**config.mk**
```make
export PLATFORM = sky130hd
export DESIGN_NAME = onchip_mem_arbiter
export DESIGN_NICKNAME = d
export VERILOG_FILES = /design/src/rtl/onchip_mem_arbiter.sv
export SDC_FILE = /design/constraint.sdc
export NUM_CORES = 1
export LEC_CHECK = 0
export BUFFER_PORTS_ARGS = -buffer_cell sky130_fd_sc_hd__buf_2
export CORE_AREA = 2 2 112 114
export CTS_BUF_LIST = sky130_fd_sc_hd__clkbuf_2
export DETAILED_ROUTE_END_ITERATION = 7
export DIE_AREA = 0 0 114 116
export PLACE_DENSITY = 0.63
export RECOVER_POWER = 100
export SETUP_SLACK_MARGIN = 0.4
export SYNTH_ARGS = -nofsm -noshare
export SYNTH_HDL_FRONTEND = slang
export SYNTH_SLANG_ARGS = --single-unit
```
**constraint.sdc**
```tcl
create_clock -name clk -period 1.7 [get_ports clk]
set_input_delay 0.34 -clock clk [delete_from_list [all_inputs] [get_ports clk]]
set_output_delay 0.34 -clock clk [all_outputs]
set_load 0.005 [all_outputs]
```
**src/rtl/onchip_mem_arbiter.sv**
```systemverilog
// Two-master round-robin arbiter in front of a single-port on-chip RAM, with a
// built-in sequencer that fills every RAM word with a pattern while both masters stall.
module onchip_mem_arbiter #(
    parameter int unsigned ADDR_W = 11,
    parameter int unsigned DEPTH  = 2048,
    parameter int unsigned DATA_W = 32
) (
    input  logic                clk,
    input  logic                reset_n,

    input  logic [ADDR_W-1:0]   m0_address,
    input  logic [DATA_W/8-1:0] m0_byteenable,
    input  logic                m0_read,
    input  logic                m0_write,
    input  logic [DATA_W-1:0]   m0_writedata,
    output logic                m0_waitrequest,
    output logic [DATA_W-1:0]   m0_readdata,
    output logic                m0_readdatavalid,

    input  logic [ADDR_W-1:0]   m1_address,
    input  logic [DATA_W/8-1:0] m1_byteenable,
    input  logic                m1_read,
    input  logic                m1_write,
    input  logic [DATA_W-1:0]   m1_writedata,
    output logic                m1_waitrequest,
    output logic [DATA_W-1:0]   m1_readdata,
    output logic                m1_readdatavalid,

    output logic [ADDR_W-1:0]   mem_address,
    output logic [DATA_W/8-1:0] mem_byteenable,
    output logic                mem_chipselect,
    output logic                mem_write,
    output logic [DATA_W-1:0]   mem_writedata,
    output logic                mem_clken,
    input  logic [DATA_W-1:0]   mem_readdata,

    input  logic                clear_start,
    input  logic [DATA_W-1:0]   clear_pattern,
    output logic                clear_busy,
    output logic                clear_done
);

    localparam logic [ADDR_W-1:0] LastAddr = ADDR_W'(DEPTH - 1);

    typedef enum logic [0:0] {StArb, StClear} state_e;

    state_e            state_q, state_d;
    logic              last_grant_q, last_grant_d;  // index of the most recently granted master
    logic              rd_pending_q, rd_pending_d;
    logic              rd_owner_q, rd_owner_d;
    logic [ADDR_W-1:0] clr_cnt_q, clr_cnt_d;
    logic              clear_done_q, clear_done_d;

    logic req0, req1, arb_active, grant0, grant1;

    // Grants are suppressed while reset is held so the RAM sees no access.
    always_comb begin
        req0       = m0_read | m0_write;
        req1       = m1_read | m1_write;
        arb_active = reset_n && (state_q == StArb);
        grant0     = arb_active && req0 && (!req1 || last_grant_q);
        grant1     = arb_active && req1 && (!req0 || !last_grant_q);
    end

    always_comb begin
        state_d        = state_q;
        last_grant_d   = last_grant_q;
        rd_pending_d   = 1'b0;
        rd_owner_d     = rd_owner_q;
        clr_cnt_d      = clr_cnt_q;
        clear_done_d   = 1'b0;
        mem_chipselect = 1'b0;
        mem_write      = 1'b0;
        mem_address    = '0;
        mem_byteenable = '0;
        mem_writedata  = '0;

        unique case (state_q)
            StArb: begin
                if (grant0) begin
                    mem_chipselect = 1'b1;
                    mem_write      = m0_write;
                    mem_address    = m0_address;
                    mem_byteenable = m0_byteenable;
                    mem_writedata  = m0_writedata;
                    last_grant_d   = 1'b0;
                    rd_pending_d   = !m0_write;
                    rd_owner_d     = 1'b0;
                end else if (grant1) begin
                    mem_chipselect = 1'b1;
                    mem_write      = m1_write;
                    mem_address    = m1_address;
                    mem_byteenable = m1_byteenable;
                    mem_writedata  = m1_writedata;
                    last_grant_d   = 1'b1;
                    rd_pending_d   = !m1_write;
                    rd_owner_d     = 1'b1;
                end
                if (clear_start) begin
                    state_d = StClear;
                end
            end
            StClear: begin
                mem_chipselect = 1'b1;
                mem_write      = 1'b1;
                mem_address    = clr_cnt_q;
                mem_byteenable = '1;
                mem_writedata  = clear_pattern;
                if (clr_cnt_q == LastAddr) begin
                    state_d      = StArb;
                    clr_cnt_d    = '0;
                    clear_done_d = 1'b1;
                end else begin
                    clr_cnt_d = clr_cnt_q + 1'b1;
                end
            end
            default: state_d = StArb;
        endcase
    end

    always_ff @(posedge clk or negedge reset_n) begin
        if (!reset_n) begin
            state_q      <= StArb;
            last_grant_q <= 1'b1;
            rd_pending_q <= 1'b0;
            rd_owner_q   <= 1'b0;
            clr_cnt_q    <= '0;
            clear_done_q <= 1'b0;
        end else begin
            state_q      <= state_d;
            last_grant_q <= last_grant_d;
            rd_pending_q <= rd_pending_d;
            rd_owner_q   <= rd_owner_d;
            clr_cnt_q    <= clr_cnt_d;
            clear_done_q <= clear_done_d;
        end
    end

    always_comb begin
        m0_waitrequest   = req0 && !grant0;
        m1_waitrequest   = req1 && !grant1;
        m0_readdata      = mem_readdata;
        m1_readdata      = mem_readdata;
        m0_readdatavalid = rd_pending_q && !rd_owner_q;
        m1_readdatavalid = rd_pending_q && rd_owner_q;
        clear_busy       = (state_q == StClear);
        clear_done       = clear_done_q;
        mem_clken        = 1'b1;
    end

endmodule

```
==> summary.txt <==
Layout
  – Commonest non-fill, non-tap cells in the layout: buf_2, and2_1, a221o_1
  – ANT cells: 0
  – FILL cells: 1284
  – Fin nets: 568
  – Layout cells sized above 1: between 60% and 70%
  – Commonest non-fill, non-tap cell in the layout: buf_2
  – Final Core Density: 28.2%
  – Layout area overhead: 52.5%

Logic synthesis
  – Synth top area share: 22.1%
  – FF+latch count, synth: 16
  – Post-synth ARST share: 100%
  – Top cells by area, synth: buf_4, dfrtp_1, a221o_1, and2_1, a221o_2
  – Post-synth EDFFs: 0
  – Yosys warnings: 0
  – Post-Synthesis Cells: 253
  – Post-synth cell types: 38
  – Sequential area share after synthesis: a little under a fifth
  – Most area-hungry cell type in the Yosys netlist: buf_4
  – Mapped Area: 0.00221 mm^2
  – Synth Flop Type: dfrtp_1
  – Synthesized netlist net count: 419
  – Syn Area/Cell: between 8 and 9 um^2

Power
  – Pleak: 1.67 nW
  – Cell Pwr Density: 495 mW/mm^2
  – Maximum vdd ir drop: 0.000251 V

Timing
  – Slew @ Worst Pin: 886 ps
  – RSZ-0062 raised after global routing: yes
  – Final min period: 2110 ps
  – Hold Fails Final Rpt: 0
  – Fin Hold WS: 248 ps
  – Maximum clock rate: between 0.4 and 0.5 GHz
  – Tcrit/Tclk final: 124%
  – Worst setup margin: -411 ps
  – Final setup fails: 58
  – Slew headroom: roughly two fifths
  – Worst Skew: 6.39 ps
  – Max Slew Vio Count: 0

Min path
  – HP Class: input pin to flip-flop

Drt
  – Drt drc: 0
  – First-pass DRT Iterations: 5
  – ANT nets after route: 0
  – Starting DRC count in detailed routing: 143
  – Via/cell ratio: 4.65
  – Final WL: between 9000 and 10000 um
  – Routed WL per cell: 16.8 um
  – DR vias: 2548

Worst setup path
  – Critical Path RT: 1360 ps
  – Critical path startpoint category: flip-flop
  – Critical-path maximum fanout: 5
  – Crit end category: primary output
  – CP arrival: 1770 ps
  – Critical path class: flip-flop to primary output

Global route
  – Total gr overflow: 0
  – Vias in the first global route: roughly 2400
  – First-pass GRT wire length: 12100 um
  – Overall Global Routing Usage: a little under an eighth
  – Largest net degree at the start of global routing: 41
  – Initial antenna violation count: 0

Floorplan
  – Core area: roughly 0.012 mm^2
  – # IOs: ~290
  – Die Y-Extent: 116 um
  – Initial Utilization: 18.5%
  – Die X: 114 um
  – Die outline area: 0.0132 mm^2
  – # rows: 40

Placement
  – Dpl hpwl: 6270 um
  – Global placer's final weighted congestion: 0.749
  – Port bufs: 187

Clocking
  – TritonCTS clock tree: done
  – Clock-pin slew on the worst setup and hold paths: 160 ps
  – Clock Path Buffers: 2
  – CTS sink count: 16
  – H-tree depth: 1
  – Worst-Skew Late Latency: ~300 ps
  – Root buf cell: clkbuf_2
  – TritonCTS buffer count: 3

Flow run
  – Max cap viols: 0

Run status
  – Failing checks: negative setup slack
  – Status: complete, but fails checks
[power breakdown]
part           switching [mW]  leakage (nW)  total, mW  internal (mW)
Sequential              0.142         0.196      0.612          0.469
Clock                   0.129        0.0140      0.180         0.0511
Combinational           0.358          1.46      0.874          0.516
Total                   0.629          1.67       1.67           1.04
[registers in the layout (all words and copies together), names as in the netlist]
register,cells
last_grant_q,1
clr_cnt_q,11
clear_done,1
clear_busy,1
rd_owner_q,1
rd_pending_q,1
[path summary, 6_finish.rpt]
| check | end | slack, ps | depth (start not counted) | startpoint |
|---|---|---|---|---|
| setup / recovery | mem_writedata[16] | -410 | 6 | last_grant_q |
| hold / removal | clear_busy | 250 | 3 | clear_start |
| setup reg to reg | clr_cnt_q[3] | -70 | 6 | clr_cnt_q[0] |
| hold reg to reg | clr_cnt_q[8] | 540 | 1 | clr_cnt_q[8] |
| max in group asynchronous | clr_cnt_q[3] | 840 | 2 | reset_n |
| min in group asynchronous | clear_done | 270 | 2 | reset_n |
[metrics by stage]
stage                     power (mW)  TNS, ps  std cells  setup WS [ps]  instance area, um^2
after floorplan                 1.08        0        253           50.1                 2220
after global placement          1.31    -7080        520           -204                 2860
after detailed placement        1.33    -9190        520           -246                 2860
after CTS                       1.58   -21890        538           -488                 3160
after global routing            1.79   -25620        548           -509                 3360
final                           1.67   -19360        548           -411                 3360
[Yosys cell counts, drive strengths merged (2+ instances only)]
master and number:
clkbuf 5, nand4 3, dfrtp 15, or3 3, nor2 9, nand2b 2
a21oi 2, nor2b 2, o21ai 5, buf 76, inv 4, and2 44
a221o 48, nor3 5, xor2 4, nand2 4, nand3 7, xnor2 2
[layout make-up]
cell class	instances	area (um^2)	area share, %
clock buffer	3	15.0	0.446
clock inverter	1	3.75	0.112
inverter	4	15.0	0.446
multi-input combinational	152	1270	37.9
sequential	16	403	12.0
tap	147	184	5.47
timing repair buffer	225	1470	43.7
[critical path, cell delays in order (launching register included)]
cell and delay [ps]:
dfstp_2 560, o21ba_4 160, nor3_4 150, buf_6 180, clkbuf_16 160, a221o_2 150, buf_2 110
[routing by layer]
layer	track usage (%)	wire length [um]	vias to the layer above
met2	19.0	4590	143
met3	2.25	613	20
li1	-	-	1167
met5	0	0	-
met1	15.4	3910	1218
met4	2.52	81	0
[kinds of logic (layout without fill, tap and decap cells)]
| logic type | Yosys count | in the layout | share of synthesized area [%] |
|---|---|---|---|
| buf+inv | 85 | 233 | 28.1 |
| simple gates | 82 | 82 | 23.1 |
| compound gates | 62 | 62 | 27.4 |
| flops | 16 | 16 | 18.2 |
| xor+xnor | 6 | 6 | 2.38 |
| fa+ha+maj | 1 | 1 | 0.567 |
| other cells | 1 | 1 | 0.170 |
[timing repair]
action / 4_1_cts / 5_1_grt
endpoints found under the setup margin: 64 / 67
cloned: 3 / 6
pin swaps: 9 / 43
gates resized for setup: 30 / 18
hold buffers: 0 / 0
setup buffers: 11 / 4
No activity file was read; power rests on OpenSTA's default activity.
